===== config.mk =====
export PLATFORM = sky130hd
export DESIGN_NAME = delay_timer_arbiter
export DESIGN_NICKNAME = d
export VERILOG_FILES = /design/src/rtl/delay_timer_arbiter_pkg.sv /design/src/rtl/delay_timer_arbiter_step_counter.sv /design/src/rtl/delay_timer_arbiter.sv
export SDC_FILE = /design/constraint.sdc
export NUM_CORES = 1
export LEC_CHECK = 0
export CAP_MARGIN = 20
export CORE_UTILIZATION = 44
export CTS_BUF_LIST = sky130_fd_sc_hd__clkbuf_8
export CTS_CLUSTER_DIAMETER = 150
export DETAILED_ROUTE_END_ITERATION = 12
export PLACE_DENSITY = 0.75
export SYNTH_ARGS = -nofsm -noshare
export SYNTH_HDL_FRONTEND = slang
export SYNTH_SLANG_ARGS = --single-unit

===== constraint.sdc =====
create_clock -name CLK -period 1.74 [get_ports CLK]
set_input_delay 0.348 -clock CLK [delete_from_list [all_inputs] [get_ports CLK]]
set_output_delay 0.348 -clock CLK [all_outputs]
set_load 0.02 [all_outputs]

===== src/rtl/delay_timer_arbiter_pkg.sv =====
// Shared types, default sizes and the round-robin pick for delay_timer_arbiter.
package delay_timer_arbiter_pkg;

  typedef enum logic [1:0] {
    ST_IDLE = 2'd0,
    ST_RUN  = 2'd1,
    ST_FIN  = 2'd2
  } state_e;

  localparam int DEF_WIDTH = 4;
  localparam int DEF_NREQ  = 2;
  // Pick function works on a fixed-size vector so it can live in the package.
  localparam int MAXN      = 16;
  localparam int IDX_W     = 5;

  // First set bit of req[n-1:0] at or above ptr; if none, first set bit below ptr.
  // Caller guarantees at least one request is set.
  function automatic logic [IDX_W-1:0] rr_pick(
    input logic [MAXN-1:0]  req,
    input logic [IDX_W-1:0] ptr,
    input logic [IDX_W-1:0] n
  );
    logic [MAXN-1:0]  hi;
    logic [IDX_W-1:0] iv;
    logic [IDX_W-1:0] pick;
    logic             found;
    pick  = '0;
    found = 1'b0;
    for (int i = 0; i < MAXN; i++) begin
      iv    = IDX_W'(i);
      hi[i] = req[i] && (iv >= ptr) && (iv < n);
    end
    for (int i = 0; i < MAXN; i++) begin
      if (!found && hi[i]) begin
        pick  = IDX_W'(i);
        found = 1'b1;
      end
    end
    for (int i = 0; i < MAXN; i++) begin
      iv = IDX_W'(i);
      if (!found && req[i] && (iv < n)) begin
        pick  = iv;
        found = 1'b1;
      end
    end
    return pick;
  endfunction

endpackage


===== src/rtl/delay_timer_arbiter_step_counter.sv =====
// Shared WIDTH-bit counter: register plus +1 carry-chain adder.
module step_counter
#(
  parameter int WIDTH = 4
)(
  input  logic             CLK,
  input  logic             RESETN,
  input  logic             CLR,
  input  logic             EN,
  output logic [WIDTH-1:0] O,
  output logic [WIDTH-1:0] SUM,
  output logic             COUT
);

  // Increment with the carry kept so the 2**WIDTH wrap is visible to the caller.
  assign {COUT, SUM} = {1'b0, O} + {{WIDTH{1'b0}}, 1'b1};

  // Count register: clear wins over enable.
  always_ff @(posedge CLK or negedge RESETN) begin
    if (!RESETN)  O <= '0;
    else if (CLR) O <= '0;
    else if (EN)  O <= SUM;
  end

endmodule


===== src/rtl/delay_timer_arbiter.sv =====
// Round-robin arbiter that lends one step_counter to NREQ delay requesters.
module delay_timer_arbiter
  import delay_timer_arbiter_pkg::*;
#(
  parameter int WIDTH = DEF_WIDTH,
  parameter int NREQ  = DEF_NREQ
)(
  input  logic                  CLK,
  input  logic                  RESETN,
  input  logic [NREQ-1:0]       REQ,
  input  logic [NREQ*WIDTH-1:0] LEN,
  output logic [NREQ-1:0]       GNT,
  output logic [NREQ-1:0]       DONE,
  output logic                  BUSY,
  output logic [WIDTH-1:0]      COUNT
);

  localparam int IW = (NREQ > 1) ? $clog2(NREQ) : 1;

  state_e           r_state, w_nxt;
  logic [WIDTH-1:0] r_len;
  logic [IW-1:0]    r_win, r_ptr;
  logic [IDX_W-1:0] w_pick_full;
  logic [IW-1:0]    w_pick, w_ptr_nxt;
  logic [WIDTH-1:0] w_len_sel, w_sum;
  logic             w_cout, w_hit, w_abort;
  logic             w_load, w_en, w_adv;

  step_counter #(.WIDTH(WIDTH)) u_cnt (
    .CLK    (CLK),
    .RESETN (RESETN),
    .CLR    (w_load),
    .EN     (w_en),
    .O      (COUNT),
    .SUM    (w_sum),
    .COUT   (w_cout)
  );

  assign w_pick_full = rr_pick(MAXN'(REQ), IDX_W'(r_ptr), IDX_W'(NREQ));
  assign w_pick      = w_pick_full[IW-1:0];
  assign w_ptr_nxt   = (r_win == IW'(NREQ-1)) ? '0 : r_win + IW'(1);
  // len 0 only matches once the adder wraps, i.e. after 2**WIDTH cycles.
  assign w_hit       = (w_sum == r_len) && ((|r_len) || w_cout);
  assign w_abort     = !REQ[r_win];

  // Select the candidate winner's LEN slice.
  always_comb begin
    w_len_sel = '0;
    for (int i = 0; i < NREQ; i++)
      if (w_pick == IW'(i)) w_len_sel = LEN[i*WIDTH +: WIDTH];
  end

  // State register.
  always_ff @(posedge CLK or negedge RESETN) begin
    if (!RESETN) r_state <= ST_IDLE;
    else         r_state <= w_nxt;
  end

  // Next state and counter/datapath controls; abort beats completion.
  always_comb begin
    w_nxt  = r_state;
    w_load = 1'b0;
    w_en   = 1'b0;
    w_adv  = 1'b0;
    case (r_state)
      ST_IDLE: if (|REQ) begin
        w_load = 1'b1;
        w_nxt  = ST_RUN;
      end
      ST_RUN: begin
        if (w_abort) begin
          w_nxt = ST_IDLE;
          w_adv = 1'b1;
        end else if (w_hit) begin
          w_nxt = ST_FIN;
        end else begin
          w_en = 1'b1;
        end
      end
      ST_FIN: begin
        w_nxt = ST_IDLE;
        w_adv = 1'b1;
      end
      default: w_nxt = ST_IDLE;
    endcase
  end

  // Job bookkeeping: latched length, winner, and round-robin pointer.
  always_ff @(posedge CLK or negedge RESETN) begin
    if (!RESETN) begin
      r_len <= '0;
      r_win <= '0;
      r_ptr <= '0;
    end else begin
      if (w_load) begin
        r_len <= w_len_sel;
        r_win <= w_pick;
      end
      if (w_adv) r_ptr <= w_ptr_nxt;
    end
  end

  // Grant/done decode from state and winner; both zero in IDLE.
  always_comb begin
    GNT  = '0;
    DONE = '0;
    for (int i = 0; i < NREQ; i++) begin
      GNT[i]  = (r_state == ST_RUN) && (r_win == IW'(i));
      DONE[i] = (r_state == ST_FIN) && (r_win == IW'(i));
    end
  end

  assign BUSY = (r_state != ST_IDLE);

endmodule


==> Word level (Yosys, flattened, before mapping) <==
Index checks and enable logic that the tools add are counted.
W data, S select, Z words.
{ "classes": {"addsub": 2, "order_cmp": 2, "n_eq_ne": 5, "muxes": 23, "bitwise": 1, "reduce_logical": 19} }
{ "op_table": {"columns": ["op", "count"], "rows": [
  ["$mux W1", 15],
  ["$mux W4", 3],
  ["$logic_and A1 B1 Y1", 9],
  ["$mux W2", 3],
  ["$add A4 B1 Y5 const B", 1],
  ["$eq A4 B4 Y1", 1],
  ["$pmux W2 S2", 1],
  ["$reduce_bool A2 Y1", 2],
  ["$reduce_or A4 Y1", 1],
  ["$logic_not A1 Y1", 3],
  ["$ne A3 B3 Y1 const B", 1],
  ["$eq A2 B1 Y1 const B", 1],
  ["$eq A2 B2 Y1 const B", 1],
  ["$logic_not A2 Y1", 1],
  ["$lt A1 B2 Y1 const B", 1],
  ["$ne A2 B2 Y1 const B", 1],
  ["$pmux W1 S2", 1],
  ["$reduce_and A2 Y1", 1],
  ["$reduce_or A2 Y1", 1],
  ["$add A1 B1 Y1 const B", 1],
  ["$ge A1 B1 Y1 const A", 1],
  ["$logic_or A1 B1 Y1", 1],
  ["$not A1 Y1", 1]
]} }
{ "word_totals": {"regBits": 12, "in_bits": 12, "output_inout_bits": 9} }

==> Longest topological paths before layout <==
{ "logic_depth": {"ltp_word": 13, "depth_mapped": 6} }

==> Modules after synthesis <==
A second synthesis with hierarchy kept.
{ "hier_totals": {"hier_cells": 78, "area_unflattened_um2": 768.2} }
{ "modules_own_cells": {"columns": ["module", "instances", "cells_per_inst", "area_per_inst_um2", "seq_area_each_um2"], "rows": [
  ["delay_timer_arbiter", 1, 57, 541.8, 200.2],
  ["step_counter", 1, 21, 226.5, 100.1]
]} }

==> Worst setup path before layout <==
No wires, ideal clock.
{ "synth_path": {"path_type": "register -> register", "start": "register u_cnt.O[0]", "end": "register r_state[0]", "arrival_time_ns": 1.670, "slack_ns": -0.054, "path_stages_with_launch": 7, "period_less_slack_ns": 1.794, "path_cell_list": "dfrtp_1 > ha_1 > nor3_1 > a2bb2oi_2 > a211oi_2 > nor2_1 > a2bb2oi_1"} }
{ "synth_between": {"elab_chain_cells": 5, "word_cells_on_any_way": 6, "cone_classes": "1 x add/sub; 2 x eq/ne; 3 x reduce/logical"} }
{ "synth_lines": {"columns": ["item", "line", "text"], "rows": [
  ["start: declaration", "delay_timer_arbiter_step_counter.sv:10", "output logic [WIDTH-1:0] O,"],
  ["start signal: assignment", "delay_timer_arbiter_step_counter.sv:20", "if (!RESETN) O <= '0;"],
  ["start signal: assignment", "delay_timer_arbiter_step_counter.sv:21", "else if (CLR) O <= '0;"],
  ["start signal: assignment", "delay_timer_arbiter_step_counter.sv:22", "else if (EN) O <= SUM;"],
  ["$add A4 B1 Y5 (*)", "delay_timer_arbiter_step_counter.sv:16", "assign {COUT, SUM} = {1'b0, O} + {{WIDTH{1'b0}}, 1'b1};"],
  ["$eq A4 B4 Y1 or $logic_or A1 B1 Y1 (tied branches)", "delay_timer_arbiter.sv:43", "assign w_hit = (w_sum == r_len) && ((|r_len) || w_cout);"],
  ["$logic_and A1 B1 Y1 (*)", "delay_timer_arbiter.sv:43", null],
  ["$ne A3 B3 Y1 (no source line) (*)", null, null],
  ["$reduce_and A2 Y1 (no source line) (*)", null, null],
  ["end signal: assignment", "delay_timer_arbiter.sv:56", "else r_state <= w_nxt;"],
  ["end: declaration", "delay_timer_arbiter.sv:20", "state_e r_state, w_nxt;"]
]} }
Mark *: on every way between the ends. The rest lies on a longest branch, timed or not.
A chain may end at the register's enable or synchronous reset.

==> Final worst setup path <==
{ "layout_path": {"start": "register r_len[0]", "end": "register u_cnt.O[0]"} }
{ "layout_between": {"elab_chain_cells": 7, "word_cells_on_any_way": 8, "cone_classes": "1 x eq/ne; 3 x mux; 4 x reduce/logical"} }
{ "layout_lines": {"columns": ["item", "line", "text"], "rows": [
  ["start: declaration", "delay_timer_arbiter.sv:21", "logic [WIDTH-1:0] r_len;"],
  ["start signal: assignment", "delay_timer_arbiter.sv:96", "r_len <= w_len_sel;"],
  ["$reduce_or A4 Y1", "delay_timer_arbiter.sv:43", null],
  ["$logic_or A1 B1 Y1", "delay_timer_arbiter.sv:43", null],
  ["$logic_and A1 B1 Y1 (*)", "delay_timer_arbiter.sv:43", null],
  ["$mux W1 (*)", "delay_timer_arbiter.sv:74", "end else if (w_hit) begin"],
  ["$mux W1 (*)", "delay_timer_arbiter.sv:71", "if (w_abort) begin"],
  ["$mux W1 (*)", "delay_timer_arbiter.sv:65", "case (r_state)"],
  ["$reduce_bool A2 Y1 (no source line) (*)", null, null]
]} }
Marks and branches as above.

==> flow_summary.json <==
{
  "ys_ff_latch": 12,
  "slew_violations": 0,
  "core_area_um2": 1594,
  "finalHoldViolations": 0,
  "slew-limit-headroom": 0.6285,
  "worstMarginPinSlew_ps": 555.4,
  "r2r_cells": 5,
  "num_antenna_cells": 0,
  "portBuffers": 20,
  "die_h_um": 44.29,
  "cp-end-kind": "flop",
  "rows": 14,
  "hold_slack_ps": 462.0,
  "cts_sinks": 12,
  "finalCriticalPeriod_ps": 1761,
  "setup_viol": 2,
  "timing.rr.end": "u_cnt.O[0]",
  "failed_checks": "setup timing",
  "avgSynthCellArea_um2": 9.259,
  "gp_congestion": 0.8103,
  "fmax_mhz": 567.9,
  "grt_pass1_wl_um": 3312,
  "numCtsBuffers": 3,
  "crit_path_max_fanout": 7,
  "finClkSkew_ps": 1.613,
  "rrSetupSlack_ps": -20,
  "finalCritPeriodShare": 1.012,
  "worstReg2RegStart": "r_len[0]",
  "ctsHtreeMaxLevel": 1,
  "drt_iter0_markers": 22,
  "gr-total-overflow": 0,
  "hpwlAfterDp_um": 1404,
  "cts_tree": "built",
  "ctsLongestPathBuffers": 2,
  "grt_max_degree": 13,
  "synthCells": 85,
  "grt_pass1_vias": 735,
  "fin_util": 0.8289,
  "cts-root-buf": "clkbuf_8",
  "postCtsHoldBufs": 0,
  "ys_warn_count": 0,
  "routed_wl_um": 2383,
  "stdcell_area_um2": 1321,
  "fp.dieW_um": 44.29,
  "via_count": 826,
  "pre_cts_ws_ps": -115.2,
  "clock_latency_ps": 240,
  "finalNonFillerCells": 150,
  "ys_seq_area_frac": 0.3816,
  "yosys.cell_types.count": 31,
  "grt.total_usage": 0.2352,
  "status": "complete, but fails checks",
  "cp.required_ps": 1920,
  "hp-class": "primary input to async pin",
  "placed_area_um2": 1119,
  "avgViaCountPerCell": 5.507,
  "syn-cell-area_um2": 787.0,
  "powerDensity_nw_per_um2": 1707,
  "drive_gt1_frac": 0.3651,
  "area_growth_pct": 67.89,
  "setup_ws_ps": -20.79,
  "antenna_found_initial": 0,
  "start_util": 0.4937,
  "fillers": 94,
  "worst_ep_arrival_time_ps": 1940,
  "rsz0062_at_grt": "true",
  "clkSlewWorstSetupHoldPaths_ps": 50,
  "dr.pass1.iters": 4,
  "synth_nets": 101,
  "crit_type": "flop to flop",
  "nNetsFinal": 143,
  "place_inst": 141,
  "drc_errors": 0,
  "dieArea_um2": 1962,
  "power_leakage_uw": 0.0006343,
  "wire_per_inst_um": 15.89,
  "ioPinCount": 21,
  "cp-start-kind": "flop",
  "ant_nets": 0,
  "vdd_ir_drop_max_mv": 1.189,
  "maxCapViolCount": 0
}
## area by class of cell
type	instances	area [um2]	area share
Multi-Input combinational cell	67	593.1	0.4489
Timing Repair Buffer	38	322.8	0.2443
Sequential cell	12	301.5	0.2282
Clock buffer	4	55.05	0.04167
Tap cell	24	30.03	0.02273
Inverter	5	18.77	0.01420
## state kept, by name (all words and copies together), names as in the netlist
| register | flops |
|---|---|
| r_len | 4 |
| u_cnt.O | 4 |
| r_win | 1 |
| r_state | 2 |
| r_ptr | 1 |
## metrics by stage
step | setup TNS, ps | total power (uW)
2_1_floorplan | -30.24 | 1170
3_3_place_gp | -103.1 | 1577
3_5_place_dp | -248.0 | 1609
4_1_cts | -35.55 | 1988
5_1_grt | -288.2 | 2378
6_report | -41.07 | 2255
## placed cells by master (no fill, tap or decap), drive strengths merged
cell and n:
buf 18, clkdlybuf4s50 12, dfrtp 12, nand2 11, o21ai 11, clkbuf 8
mux2i 6, a21oi 6, inv 5, ha 4, xor2 3, dlymetal6s2s 3
or3 3, nor2 3, nor2b 2, and2 2, a2bb2oi 2, nor3 2
xnor2 2, nand2b 1, or2b 1, o211ai 1, nand3 1, a211oi 1
o22ai 1, nand3b 1, o31ai 1, or4 1, a31oi 1, clkdlybuf4s15 1
## worst max-delay path, stage by stage, from the launching register on
cell and delay, ps:
dfrtp_1 390, or3_4 420, o211ai_4 220, a211oi_4 130, or3_1 400, a21oi_2 130
## layer usage
layer | global-route usage | part of all wire | up-vias
met5 | 0 | 0 | -
met4 | 0.1091 | 0.023 | 0
met3 | 0.06531 | 0.040 | 7
met2 | 0.3500 | 0.53 | 24
met1 | 0.3177 | 0.40 | 416
li1 | - | - | 379
## power breakdown
group          switching, uW  internal (uW)  total [uW]
registers                112            387         499
clock network            110            200         310
logic                    748            699        1450
total                    969           1290        2260
## cell usage after synthesis
| master | instances | area share |
|---|---|---|
| o31ai_1 | 1 | 0.0095 |
| or4_1 | 1 | 0.0095 |
| inv_1 | 5 | 0.024 |
| nand3b_1 | 1 | 0.0095 |
| a211oi_2 | 1 | 0.016 |
| or3_1 | 2 | 0.016 |
| nor2_1 | 3 | 0.014 |
| nand2_1 | 10 | 0.048 |
| clkbuf_1 | 1 | 0.0048 |
| nand2_4 | 1 | 0.014 |
| nor3_1 | 2 | 0.013 |
| a21oi_2 | 1 | 0.011 |
| dfrtp_1 | 12 | 0.38 |
| o22ai_1 | 1 | 0.0080 |
| a2bb2oi_2 | 1 | 0.019 |
| a31oi_1 | 1 | 0.0080 |
| o211ai_2 | 1 | 0.016 |
| nor2b_1 | 2 | 0.016 |
| xnor2_1 | 2 | 0.022 |
| or2b_1 | 1 | 0.0095 |
| and2_1 | 2 | 0.016 |
| o21ai_1 | 8 | 0.051 |
| o21ai_0 | 3 | 0.019 |
| or3_4 | 1 | 0.014 |
| ha_1 | 4 | 0.064 |
| a21oi_1 | 5 | 0.032 |
| mux2i_1 | 6 | 0.076 |
| nand2b_1 | 1 | 0.0080 |
| xor2_1 | 3 | 0.033 |
| nand3_1 | 1 | 0.0064 |
| a2bb2oi_1 | 1 | 0.011 |
## worst max-delay path by stage
stage | cells after the start | end | from | slack (ps)
floorplan | 6 | u_cnt.O[3] | u_cnt.O[0] | -30
global placement | 5 | u_cnt.O[3] | REQ[1] | -70
detailed placement | 5 | u_cnt.O[3] | REQ[1] | -120
CTS | 5 | u_cnt.O[3] | r_len[0] | -30
global route | 5 | u_cnt.O[0] | u_cnt.O[2] | -70
finish | 5 | u_cnt.O[0] | r_len[0] | -20
## logic make-up (layout without fill, tap and decap cells)
family / Yosys count / count (layout) / synth area share
AOI/OAI and AO/OA: 24 / 24 / 0.2003
DFF: 12 / 12 / 0.3816
and+or+nand+nor: 28 / 28 / 0.1940
buffers and inverters: 6 / 47 / 0.02861
muxes: 6 / 6 / 0.07631
adders and majority gates: 4 / 4 / 0.06360
xor gates and xnor gates: 5 / 5 / 0.05565
## what timing repair did
action                     in CTS  in global routing
setup endpoints to repair       9                 13
resized for setup              12                 26
pin swaps                       3                 11
setup buffers                   0                  5
Power figures use the tool's default switching activity.
